==> src/rtl/hazard_pkg.sv <==
// Shared hazard-timing constants for decode and the hazard scoreboard.
// Tuse is the stage distance before an operand is consumed; Tnew is the distance before a result is forwardable.
package hazard_pkg;

  localparam int HZ_TW = 3;
  localparam int HZ_XW = 6;

  localparam logic [HZ_TW-1:0] TUSE_BR  = 3'd0;
  localparam logic [HZ_TW-1:0] TUSE_ALU = 3'd1;
  localparam logic [HZ_TW-1:0] TUSE_ST  = 3'd2;

  localparam logic [HZ_TW-1:0] TNEW_ALU  = 3'd2;
  localparam logic [HZ_TW-1:0] TNEW_LD   = 3'd3;
  localparam logic [HZ_TW-1:0] TNEW_LWLR = 3'd4;

  localparam logic [HZ_XW-1:0] XALU_MUL_LAT = 6'd5;
  localparam logic [HZ_XW-1:0] XALU_DIV_LAT = 6'd32;

endpackage

==> src/rtl/hazard_scoreboard_if.sv <==
// Decode-to-scoreboard bundle: the decoded instruction's operand/result timing plus the stall/issue reply.
interface hazard_scoreboard_if #(
  parameter int RW   = 5,
  parameter int NSRC = 2,
  parameter int TW   = 3,
  parameter int XW   = 6
);
  logic                 id_valid;
  logic [NSRC*RW-1:0]   id_src_reg;
  logic [NSRC-1:0]      id_src_need;
  logic [NSRC*TW-1:0]   id_src_tuse;
  logic                 id_dst_we;
  logic [RW-1:0]        id_dst_reg;
  logic [TW-1:0]        id_dst_tnew;
  logic                 id_hilo_use;
  logic                 id_xalu_start;
  logic [XW-1:0]        id_xalu_lat;
  logic                 stall;
  logic                 issue;

  modport master (
    output id_valid, id_src_reg, id_src_need, id_src_tuse, id_dst_we, id_dst_reg,
           id_dst_tnew, id_hilo_use, id_xalu_start, id_xalu_lat,
    input  stall, issue
  );

  modport slave (
    input  id_valid, id_src_reg, id_src_need, id_src_tuse, id_dst_we, id_dst_reg,
           id_dst_tnew, id_hilo_use, id_xalu_start, id_xalu_lat,
    output stall, issue
  );
endinterface

==> src/rtl/hazard_sb_cnt.sv <==
// One scoreboard entry: saturating countdown of cycles until the register is forwardable.
// Clear beats hold, hold beats load/decrement.
module hazard_sb_cnt
  import hazard_pkg::*;
#(
  parameter int TW = HZ_TW
) (
  input  logic          clk,
  input  logic          resetn,
  input  logic          clr,
  input  logic          hold,
  input  logic          load,
  input  logic [TW-1:0] load_val,
  output logic [TW-1:0] cnt
);

  always_ff @(posedge clk or negedge resetn) begin
    if (!resetn) begin
      cnt <= '0;
    end else if (clr) begin
      cnt <= '0;
    end else if (!hold) begin
      if (load) begin
        cnt <= load_val;
      end else if (cnt != '0) begin
        cnt <= cnt - TW'(1);
      end
    end
  end

endmodule

==> src/rtl/hazard_scoreboard.sv <==
// Decode-stage interlock: per-register countdown scoreboard plus an XALU busy counter for HI/LO users.
// Hazards are evaluated against pre-issue state, so an instruction never stalls on its own destination.
module hazard_scoreboard
  import hazard_pkg::*;
#(
  parameter int NREG = 32,
  parameter int RW   = 5,
  parameter int NSRC = 2,
  parameter int TW   = HZ_TW,
  parameter int XW   = HZ_XW
) (
  input  logic             clk,
  input  logic             resetn,
  hazard_scoreboard_if.slave dec,
  input  logic             pipe_hold,
  input  logic             exp_flush,
  output logic             xalu_busy,
  output logic [NREG-1:0]  sb_pending
);

  logic [NREG-1:0][TW-1:0] cnt;
  logic [XW-1:0]           xalu_cnt;
  logic                    haz_src;
  logic                    haz_x;
  logic [RW-1:0]           src;
  logic [TW-1:0]           tuse;
  logic                    dst_load;
  logic [TW-1:0]           dst_load_val;

  assign cnt[0] = '0;

  // The -1 covers the producer moving one stage on before the consumer sits in decode.
  assign dst_load     = dec.issue && dec.id_dst_we && (dec.id_dst_reg != '0);
  assign dst_load_val = dec.id_dst_tnew - TW'(1);

  for (genvar r = 1; r < NREG; r++) begin : g_cnt
    hazard_sb_cnt #(.TW(TW)) u_cnt (
      .clk      (clk),
      .resetn   (resetn),
      .clr      (exp_flush),
      .hold     (pipe_hold),
      .load     (dst_load && (dec.id_dst_reg == RW'(r))),
      .load_val (dst_load_val),
      .cnt      (cnt[r])
    );
  end

  always_comb begin
    haz_src = 1'b0;
    src     = '0;
    tuse    = '0;
    for (int k = 0; k < NSRC; k++) begin
      src  = dec.id_src_reg[k*RW +: RW];
      tuse = dec.id_src_tuse[k*TW +: TW];
      if (dec.id_src_need[k] && (src != '0) && (cnt[src] > tuse)) begin
        haz_src = 1'b1;
      end
    end
  end

  assign haz_x     = dec.id_hilo_use && (xalu_cnt != '0);
  assign dec.stall = dec.id_valid && (haz_src || haz_x) && !exp_flush;
  assign dec.issue = dec.id_valid && !dec.stall && !pipe_hold && !exp_flush;

  always_comb begin
    for (int r = 0; r < NREG; r++) begin
      sb_pending[r] = (cnt[r] != '0);
    end
  end

  // XALU runs on its own clock of work: freezes and flushes do not pause or cancel it.
  always_ff @(posedge clk or negedge resetn) begin
    if (!resetn) begin
      xalu_cnt <= '0;
    end else if (dec.issue && dec.id_xalu_start) begin
      xalu_cnt <= dec.id_xalu_lat;
    end else if (xalu_cnt != '0) begin
      xalu_cnt <= xalu_cnt - XW'(1);
    end
  end

  assign xalu_busy = (xalu_cnt != '0);

endmodule

==> src/flat_wrapper.sv <==
// flat-port wrapper written by rule: the top's interface ports become plain ports
module hazard_scoreboard_flat import hazard_pkg::*;
#(
  parameter int NREG = 32,
  parameter int RW   = 5,
  parameter int NSRC = 2,
  parameter int TW   = HZ_TW,
  parameter int XW   = HZ_XW
)
  (clk, resetn, pipe_hold, exp_flush, xalu_busy, sb_pending, dec_id_valid, dec_id_src_reg, dec_id_src_need, dec_id_src_tuse, dec_id_dst_we, dec_id_dst_reg, dec_id_dst_tnew, dec_id_hilo_use, dec_id_xalu_start, dec_id_xalu_lat, dec_stall, dec_issue);
  hazard_scoreboard_if #(.RW(RW), .NSRC(NSRC), .TW(TW), .XW(XW)) dec_i ();
  input  logic clk;
  input  logic resetn;
  input  logic pipe_hold;
  input  logic exp_flush;
  output logic xalu_busy;
  output logic [NREG-1:0] sb_pending;
  input wire logic [$bits(dec_i.id_valid)-1:0] dec_id_valid;
  input wire logic [$bits(dec_i.id_src_reg)-1:0] dec_id_src_reg;
  input wire logic [$bits(dec_i.id_src_need)-1:0] dec_id_src_need;
  input wire logic [$bits(dec_i.id_src_tuse)-1:0] dec_id_src_tuse;
  input wire logic [$bits(dec_i.id_dst_we)-1:0] dec_id_dst_we;
  input wire logic [$bits(dec_i.id_dst_reg)-1:0] dec_id_dst_reg;
  input wire logic [$bits(dec_i.id_dst_tnew)-1:0] dec_id_dst_tnew;
  input wire logic [$bits(dec_i.id_hilo_use)-1:0] dec_id_hilo_use;
  input wire logic [$bits(dec_i.id_xalu_start)-1:0] dec_id_xalu_start;
  input wire logic [$bits(dec_i.id_xalu_lat)-1:0] dec_id_xalu_lat;
  output wire logic [$bits(dec_i.stall)-1:0] dec_stall;
  output wire logic [$bits(dec_i.issue)-1:0] dec_issue;
  assign dec_i.id_valid = dec_id_valid;
  assign dec_i.id_src_reg = dec_id_src_reg;
  assign dec_i.id_src_need = dec_id_src_need;
  assign dec_i.id_src_tuse = dec_id_src_tuse;
  assign dec_i.id_dst_we = dec_id_dst_we;
  assign dec_i.id_dst_reg = dec_id_dst_reg;
  assign dec_i.id_dst_tnew = dec_id_dst_tnew;
  assign dec_i.id_hilo_use = dec_id_hilo_use;
  assign dec_i.id_xalu_start = dec_id_xalu_start;
  assign dec_i.id_xalu_lat = dec_id_xalu_lat;
  assign dec_stall = dec_i.stall;
  assign dec_issue = dec_i.issue;
  hazard_scoreboard #(.NREG(NREG), .RW(RW), .NSRC(NSRC), .TW(TW), .XW(XW)) u_core (.clk(clk), .resetn(resetn), .dec(dec_i), .pipe_hold(pipe_hold), .exp_flush(exp_flush), .xalu_busy(xalu_busy), .sb_pending(sb_pending));
endmodule
==> config.mk <==
export PLATFORM = sky130hd
export DESIGN_NAME = hazard_scoreboard_flat
export DESIGN_NICKNAME = d
export VERILOG_FILES = /design/src/rtl/hazard_pkg.sv /design/src/rtl/hazard_scoreboard_if.sv /design/src/rtl/hazard_sb_cnt.sv /design/src/rtl/hazard_scoreboard.sv /design/src/flat_wrapper.sv
export SDC_FILE = /design/constraint.sdc
export NUM_CORES = 1
export LEC_CHECK = 0
export CAP_MARGIN = 20
export CORE_UTILIZATION = 30
export CTS_CLUSTER_SIZE = 8
export DETAILED_ROUTE_END_ITERATION = 10
export GPL_TIMING_DRIVEN = 0
export HOLD_SLACK_MARGIN = 0.02
export PLACE_DENSITY = 0.45
export SYNTH_ARGS = -nofsm -noshare
export SYNTH_HDL_FRONTEND = slang
export SYNTH_SLANG_ARGS = --single-unit
export TNS_END_PERCENT = 10
==> constraint.sdc <==
create_clock -name clk -period 7.2 [get_ports clk]
set_input_delay 1.44 -clock clk [delete_from_list [all_inputs] [get_ports clk]]
set_output_delay 1.44 -clock clk [all_outputs]
set_load 0.1 [all_outputs]
## Yosys cells after proc, flatten, opt, wreduce, memory -nomap -nowiden

Index checks and enable logic that the tools add are counted.

| word-level totals | value |
|---|---|
| bits in registers | 99 |
| input bits | 40 |
| output and inout port bits | 35 |
| logic and storage cells | 379 |

| operators by class | value |
|---|---|
| add/sub/neg operators | 33 |
| magnitude comparators | 4 |
| equality and inequality tests | 32 |
| muxes and demuxes | 132 |
| reduce and logical (&&, ||, !) cells | 146 |

Operators with widths:

| cell | count |
|---|---|
| $mux 3 | 126 |
| $reduce_bool 3->1 | 62 |
| $sub 3x1->3 const B | 32 |
| $eq 5x5->1 const B | 16 |
| $reduce_and 2->1 | 31 |
| $logic_and 1x1->1 | 44 |
| $eq 5x4->1 const B | 8 |
| $bmux 3 s5 | 2 |
| $eq 5x3->1 const B | 4 |
| $reduce_bool 5->1 | 3 |
| $lt 5x6->1 const B | 2 |
| $mux 6 | 2 |
| $eq 5x2->1 const B | 2 |
| $gt 3x3->1 | 2 |
| $reduce_bool 6->1 | 1 |
| $sub 6x1->6 const B | 1 |
| $eq 5x1->1 const B | 1 |
| $logic_not 1->1 | 3 |
| $mux 1 | 2 |
| $ne 2x1->1 const B | 1 |
| $reduce_bool 2->1 | 1 |
| $logic_or 1x1->1 | 1 |

## Logic depth before layout (Yosys ltp)

Gate-level depths: netlist of the first run.

| logic depth | value |
|---|---|
| depth in word-level cells | 19 |
| depth in mapped cells | 17 |
| depth with buffers taken out | 13 |

## By module

A second synthesis of the first run with hierarchy kept.

| second synthesis, totals | value |
|---|---|
| cells, all modules | 1012 |
| area total of the unflattened synthesis | 8826.0 µm² |

By module, submodules not included:

| module | instances | cells each | area each (µm²) | seq. area each (µm²) |
|---|---|---|---|---|
| hazard_sb_cnt | 31 | 23 | 197.7 | 75.1 |
| hazard_scoreboard | 1 | 299 | 2697.6 | 150.1 |

## Worst setup path after synthesis of the first run

OpenSTA, ideal clock, no wires.

| timing | value |
|---|---|
| path kind | input port to output port |
| start | input port dec_id_src_reg[5] |
| end | output port dec_stall |
| data arrival time | 6.840 ns |
| data required time | 5.760 ns |
| path slack | -1.080 ns |
| cell stages on the path | 13 |
| buffers on the path | 4 |
| cells stage by stage | buf_2 -> buf_1 -> mux4_2 -> mux4_2 -> mux2_2 -> ha_1 -> nor2b_1 -> o21ai_0 -> a21oi_1 -> a211oi_2 -> buf_2 -> buf_2 -> nor3b_1 |

| between the ends | value |
|---|---|
| word-level cells in the longest chain between the ends | 8 |
| elaborated cells between the ends (all ways) | 10 |
| those cells by class | order compare: 1; mux: 3; reduce/logical: 6 |

RTL lines:

| item | line | RTL |
|---|---|---|
| start: declaration | flat_wrapper.sv:19 | `input wire logic [$bits(dec_i.id_src_reg)-1:0] dec_id_src_reg;` |
| $bmux 3 s5 | hazard_scoreboard.sv:55 | `if (dec.id_src_need[k] && (src != '0) && (cnt[src] > tuse)) begin` |
| $mux 3 (not written as such) | hazard_scoreboard.sv:55 |  |
| $gt 3x3->1 | hazard_scoreboard.sv:55 |  |
| $logic_and 1x1->1 (*) | hazard_scoreboard.sv:55 |  |
| $mux 1 (*) | hazard_scoreboard.sv:55 |  |
| $logic_or 1x1->1 (*) | hazard_scoreboard.sv:62 | `assign dec.stall = dec.id_valid && (haz_src \|\| haz_x) && !exp_flush;` |
| $logic_and 1x1->1 (*) (2 in series) | hazard_scoreboard.sv:62 |  |
| end: declaration | flat_wrapper.sv:28 | `output wire logic [$bits(dec_i.stall)-1:0] dec_stall;` |

Mark *: on every way between the ends. The rest lies on a longest branch, timed or not. The select of a mux whose other input is x is not followed.

## Worst setup path in the final report of the first run

Same ends and word-level chain as after synthesis.

==> flow_metrics.tcl, run 1 <==
set metrics [dict create \
    cellPowerDensity_nw_per_um2 476.0 \
    ys_ff_latch 99 \
    r2r_slack_ns 2.98 \
    rr_worst_depth 13 \
    layout_min_cycle_time_ns 7.081 \
    peakVddDrop_mv 0.4459 \
    finalHoldViolations 0 \
    end_kind "output port" \
    place_area_sq_um 10260 \
    ys_warn_count 0 \
    drive_gt1_frac 0.09965 \
    hp-class "reg2reg" \
    ys_top_cells_by_count "inv_1 (119), dfrtp_1 (99), nand2_1 (90)" \
    startpoint_type "input port" \
    timing.fmax_mhz 141.2 \
    post-route-cell-area_sq_um 10660 \
    hpwlAfterDp_mm 29.32 \
    grt_max_degree 53 \
    via_per_inst 5.765 \
    clockRootBuffer "clkbuf_16" \
    timing.final.crit_share 0.9835 \
    drcViolationCount 0 \
    path_class "in2out" \
    grt_pass1_vias 8331 \
    rows 63 \
    crit_fanout 10 \
    vias 8786 \
    r2r-end "u_core.g_cnt[19].u_cnt.cnt[2]$_DFFE_PN0P_" \
    required_ns 5.76 \
    regArea_sq_um 2477 \
    globalplace.congestion 0.9686 \
    p_leak_nw 4.232 \
    arrival_ns 5.64 \
    async_flop_share 1.000 \
    r2r-start "u_core.g_cnt[22].u_cnt.cnt[1]$_DFFE_PN0P_" \
    wl_per_cell_microns 26.00 \
    dominantRegCellSynth "dfrtp_1" \
    synth_edf_count 0 \
    diodes 0 \
    drt_iter0_markers 817 \
    dieWidth_microns 175.8 \
    grt_pass1_wl_mm 57.44 \
    slew_viol_final 0 \
    yosysSeqAreaShare 0.2734 \
    start_util 0.3057 \
    postCtsHoldBufs 0 \
    synthCells 1049 \
    grt.overflow.total 0 \
    io_pins 75 \
    status "finished clean" \
    yosysTopAreaCellShare 0.2734 \
    grt_setup_unrepaired "no" \
    yosysMostFrequentCell "inv_1" \
    drt-total-wl_mm 39.63 \
    dr.pass1.iters 5 \
    finalSetupViolations 0 \
    worstSetupStartpoint "dec_id_src_reg[5]" \
    fin_nets 1239 \
    fillers 3119 \
    avgSynthCellArea_sq_um 8.638 \
    fp.dieArea_sq_um 30900 \
    cts_tree "built" \
    ys_types 57 \
    clockBufferDepth 2 \
    synth_top_cell_by_area "dfrtp_1" \
    areaGrowthSynthToFinish_pct 17.61 \
    endpoint "dec_stall" \
    power_mw 5.073 \
    syn-num-nets 1159 \
    slew_headroom 0.2094 \
    cts-htree-levels 3 \
    multi_input_area_sq_um 5876 \
    skew_ns 0.01475 \
    synth.area.top_cells "dfrtp_1 (27%), mux4_2 (13%), ha_1 (9.7%)" \
    syn-cell-area_sq_um 9061 \
    cts_made_buffers 9 \
    cts_sinks 99 \
    clock_latency_ns 0.38 \
    port_buffers 66 \
    core_sq_um 29640 \
    antenna_found_initial 3 \
    ant_nets 0 \
    die-height_microns 175.8 \
    cap_violations 0 \
    gr-usage-all-layers 0.2613 \
    tightest_slew_ns 1.186 \
    clk_pin_slew_ns 0.08 \
]
## layer usage
layer / routed length, microns / share of wire / vias to the layer above / GRT usage
li1: - / - / 4008 / -
met1: 17460 / 0.44 / 4380 / 0.3549
met2: 18060 / 0.46 / 336 / 0.4121
met3: 2761 / 0.070 / 62 / 0.04697
met4: 1356 / 0.034 / 0 / 0.09746
met5: 0 / 0 / - / 0
## kinds of logic (layout without fill, tap and decap cells)
group	after synthesis	in the layout	synth area share
and+or+nand+nor	396	396	0.2267
adders and majority gates	70	70	0.09666
other	1	1	0.0004139
AOI/OAI and AO/OA	222	222	0.1625
buffers and inverters	185	270	0.08119
muxes	72	72	0.1552
DFF	99	99	0.2734
xor gates and xnor gates	4	4	0.003867
## final cells by class
| class | instances | share of cell area |
|---|---|---|
| clock buffer | 13 | 0.02536 |
| timing repair buffer | 69 | 0.06751 |
| clock inverter | 3 | 0.004227 |
| sequential | 99 | 0.2325 |
| tap | 390 | 0.04579 |
| inverter | 119 | 0.04192 |
| multi-input combinational | 765 | 0.5514 |
| buffer | 66 | 0.03135 |
## state kept, by name, summed over array words and instances (netlist names)
register                cells
u_core.xalu_cnt             6
u_core.g_cnt.u_cnt.cnt     93
## worst min-delay path by stage
stage | start | cells after the start | slack (ns) | to
2_1_floorplan | u_core.g_cnt[1].u_cnt.cnt[1]$_DFFE_PN0P_ | 2 | 0.48 | u_core.g_cnt[1].u_cnt.cnt[1]$_DFFE_PN0P_
3_3_place_gp | u_core.g_cnt[1].u_cnt.cnt[1]$_DFFE_PN0P_ | 2 | 0.53 | u_core.g_cnt[1].u_cnt.cnt[1]$_DFFE_PN0P_
3_5_place_dp | u_core.g_cnt[1].u_cnt.cnt[1]$_DFFE_PN0P_ | 2 | 0.54 | u_core.g_cnt[1].u_cnt.cnt[1]$_DFFE_PN0P_
4_1_cts | u_core.g_cnt[1].u_cnt.cnt[1]$_DFFE_PN0P_ | 2 | 0.56 | u_core.g_cnt[1].u_cnt.cnt[1]$_DFFE_PN0P_
5_1_grt | u_core.g_cnt[1].u_cnt.cnt[1]$_DFFE_PN0P_ | 2 | 0.60 | u_core.g_cnt[1].u_cnt.cnt[1]$_DFFE_PN0P_
6_report | u_core.g_cnt[12].u_cnt.cnt[1]$_DFFE_PN0P_ | 2 | 0.56 | u_core.g_cnt[12].u_cnt.cnt[1]$_DFFE_PN0P_
## repair_timing
item	in CTS	in global routing
buffers inserted	1	0
pin swaps	1	0
setup endpoints to repair	2	2
cloned	0	0
hold endpoints to repair	0	0
resized for setup	29	11
## cells in the final DEF, fill, tap and decap left out, types with 10 or more instances in the layout
| master | count |
|---|---|
| inv_1 | 119 |
| dfrtp_1 | 99 |
| nand2_1 | 90 |
| ha_1 | 70 |
| o21ai_0 | 64 |
| clkdlybuf4s50_1 | 63 |
| o211ai_1 | 61 |
| nor3_1 | 58 |
| mux4_2 | 54 |
| nor2_1 | 54 |
| nor2b_1 | 49 |
| nand3_1 | 49 |
| clkbuf_1 | 44 |
| a21oi_1 | 30 |
| or3_1 | 19 |
| nand4_1 | 17 |
| nor4_1 | 15 |
| nor4b_1 | 15 |
| a31oi_1 | 11 |
| mux2i_1 | 10 |
| a221o_1 | 10 |
## critical path: stages
cell and delay [ns]:
clkdlybuf4s50_1 0.51, buf_8 0.20, clkbuf_2 0.34, mux4_2 0.58, mux4_2 0.55, mux2i_1 0.21, ha_1 0.27, nand3_1 0.07
o211ai_1 0.11, a21oi_2 0.36, a211oi_4 0.10, buf_6 0.17, buf_2 0.22, nor3b_4 0.19, buf_4 0.31
## power breakdown
| group | internal (mW) | switching [mW] | leakage [nW] | total (mW) |
|---|---|---|---|---|
| clock network | 0.300 | 0.258 | 0.148 | 0.558 |
| logic | 1.12 | 2.31 | 2.76 | 3.44 |
| registers | 0.771 | 0.306 | 1.33 | 1.08 |
| total | 2.19 | 2.88 | 4.23 | 5.07 |
## metrics by stage
stage	setup WS, ns	std cells	hold slack [ns]	setup TNS, ns	utilization
floorplan	0.1511	1049	0.4834	0	-
global placement	-2.135	1505	0.5334	-9.067	0.3449
detailed placement	-2.101	1507	0.5447	-5.073	0.3463
CTS	0.001261	1524	0.5615	0	0.3585
global route	0.01403	1524	0.5962	0	0.3595
finish	0.1189	1524	0.5576	0	0.3595
Power figures use the tool's default switching activity.
==> inputs of run 2 (changes only) <==
--- a/config.mk
+++ b/config.mk
@@ -7,11 +7,11 @@
 export LEC_CHECK = 0
 export CAP_MARGIN = 20
 export CORE_UTILIZATION = 30
-export CTS_CLUSTER_SIZE = 8
 export DETAILED_ROUTE_END_ITERATION = 10
 export GPL_TIMING_DRIVEN = 0
 export HOLD_SLACK_MARGIN = 0.02
 export PLACE_DENSITY = 0.45
+export SKIP_CTS_REPAIR_TIMING = 1
 export SYNTH_ARGS = -nofsm -noshare
 export SYNTH_HDL_FRONTEND = slang
 export SYNTH_SLANG_ARGS = --single-unit
==> run 2 against run 1 <==
Against the previous run:
- clock power about the same
- register-to-register slack worse by 0.08 ns
- core utilization rose by 0.11 points
- largest cell class unchanged
- cell area up 0.30%
- critical endpoint unchanged
- clock skew increased by 0.0023 ns
- total power increased by 0.29%
- global-route usage about the same
==> flow_metrics.tcl, run 2 (synthesis results as in run 1) <==
set metrics [dict create \
    crit_fanout 10 \
    path_class "in2out" \
    finalHoldViolations 0 \
    p_sw_frac 0.5667 \
    finalSetupViolations 0 \
    diodes 0 \
    grt_pass1_vias 8310 \
    slew_headroom 0.1952 \
    switching_power_mw 2.883 \
    place_area_sq_um 10260 \
    gr-usage-all-layers 0.2611 \
    timing.fmax_mhz 140.7 \
    slew_viol_final 0 \
    arrival_ns 5.67 \
    ant_nets 0 \
    tightest_slew_ns 1.207 \
    power.combinational.fraction 0.679 \
    dieWidth_microns 175.8 \
    grt_max_degree 53 \
    largest_register_ffs 93 \
    cts_tree "built" \
    cts-htree-levels 3 \
    hpwlAfterDp_mm 29.32 \
    skew_ns 0.01707 \
    regMostFlops "u_core.g_cnt.u_cnt.cnt" \
    p_leak_nw 4.254 \
    drt_iter0_markers 886 \
    cts_sinks 99 \
    final_common_cell "inv_1" \
    status "finished clean" \
    clockRootBuffer "clkbuf_16" \
    intPower_mw 2.204 \
    cellPowerDensity_nw_per_um2 476.0 \
    fin_nets 1244 \
    most-common-layout-cells "inv_1 (119), dfrtp_1 (99), nand2_1 (90), ha_1 (70)" \
    rows 63 \
    die-height_microns 175.8 \
    grt.overflow.total 0 \
    whs_ns 0.5596 \
    startpoint_type "input port" \
    post-route-cell-area_sq_um 10690 \
    areaGrowthSynthToFinish_pct 17.96 \
    drive_gt1_frac 0.1018 \
    top_regs "u_core.g_cnt.u_cnt.cnt x93, u_core.xalu_cnt x6" \
    wl_per_cell_microns 25.95 \
    layout_min_cycle_time_ns 7.106 \
    grt_pass1_wl_mm 57.37 \
    fp.dieArea_sq_um 30900 \
    drt-total-wl_mm 39.68 \
    core_sq_um 29640 \
    antenna_found_initial 3 \
    place_inst 1507 \
    peakVddDrop_mv 0.4458 \
    required_ns 5.76 \
    grt_setup_unrepaired "yes" \
    via_per_inst 5.743 \
    end_kind "output port" \
    p_clk_frac 0.109 \
    final_cells 1529 \
    io_pins 75 \
    drcViolationCount 0 \
    p_seq_frac 0.212 \
    clock_latency_ns 0.38 \
    clockBufferDepth 2 \
    start_util 0.3057 \
    cap_violations 0 \
    cts_made_buffers 9 \
    globalplace.congestion 0.9686 \
    tns_ns 0 \
    hp-class "reg2reg" \
    dr.pass1.iters 5 \
    fillers 3113 \
    post-route-util 0.3606 \
    clk_pin_slew_ns 0.08 \
    vias 8781 \
    timing.final.crit_share 0.9869 \
    port_buffers 66 \
]
-- run 2: power by group through the flow --
| stage | clock [mW] | sequential [mW] | combinational, mW |
|---|---|---|---|
| after floorplan | 0 | 0.956 | 2.65 |
| after global placement | 0 | 1.07 | 3.39 |
| after detailed placement | 0 | 1.08 | 3.40 |
| after CTS | 0.566 | 1.07 | 3.43 |
| after global routing | 0.581 | 1.11 | 3.73 |
| final | 0.556 | 1.08 | 3.45 |
-- run 2: final timing paths --
check / startpoint / to / slack [ns] / depth (start not counted)
max in group asynchronous: resetn / u_core.g_cnt[16].u_cnt.cnt[0]$_DFFE_PN0P_ / 5.51 / 2
hold / removal: u_core.g_cnt[12].u_cnt.cnt[1]$_DFFE_PN0P_ / u_core.g_cnt[12].u_cnt.cnt[1]$_DFFE_PN0P_ / 0.56 / 2
setup reg to reg: u_core.g_cnt[31].u_cnt.cnt[1]$_DFFE_PN0P_ / u_core.g_cnt[19].u_cnt.cnt[2]$_DFFE_PN0P_ / 2.90 / 13
hold reg to reg: u_core.g_cnt[12].u_cnt.cnt[1]$_DFFE_PN0P_ / u_core.g_cnt[12].u_cnt.cnt[1]$_DFFE_PN0P_ / 0.56 / 2
setup / recovery: dec_id_src_reg[5] / dec_stall / 0.09 / 16
min in group asynchronous: resetn / u_core.xalu_cnt[3]$_DFFE_PN0P_ / 1.00 / 1
-- run 2: routing by layer --
metal / part of all wire / GRT usage / up-vias / routed length [microns]
met5: 0 / 0 / - / 0
met4: 0.037 / 0.09891 / 0 / 1454
met3: 0.068 / 0.04481 / 67 / 2695
met2: 0.45 / 0.4106 / 351 / 18010
met1: 0.44 / 0.3563 / 4353 / 17520
li1: - / - / 4010 / -
-- run 2: layout make-up --
type	count	area (sq um)	area share
flip-flops and latches	99	2477	0.2318
plain buffers	66	325.3	0.03043
repair buffers	74	764.5	0.07152
clock buffers	13	270.3	0.02528
inverters	119	446.7	0.04179
well taps	390	488.0	0.04565
clock inverters	3	45.04	0.004214
multi-input cells	765	5872	0.5493
-- run 2: critical path, stage by stage --
cell	delay, ns
clkdlybuf4s50_1	0.53
buf_12	0.17
buf_6	0.16
buf_6	0.17
mux4_2	0.53
mux4_2	0.56
mux2_2	0.31
ha_1	0.29
nand3_1	0.09
o211ai_1	0.11
a21oi_2	0.36
a211oi_4	0.10
buf_6	0.17
clkbuf_4	0.21
nor3b_4	0.20
buf_6	0.25
-- run 2: metrics by stage --
step           power, mW  setup WS [ns]
2_1_floorplan      3.608         0.1511
3_3_place_gp       4.467         -2.135
3_5_place_dp       4.485         -2.101
4_1_cts            5.062         -2.117
5_1_grt            5.421       -0.03948
6_report           5.088        0.09431
==> inputs of run 3 (changes only) <==
--- a/config.mk
+++ b/config.mk
@@ -5,6 +5,7 @@
 export SDC_FILE = /design/constraint.sdc
 export NUM_CORES = 1
 export LEC_CHECK = 0
+export ABC_CLOCK_PERIOD_IN_PS = 7200
 export CAP_MARGIN = 20
 export CORE_UTILIZATION = 30
 export DETAILED_ROUTE_END_ITERATION = 10
==> results of run 3 <==
No change in the layout: final DEF, timing and power equal those of run 2.
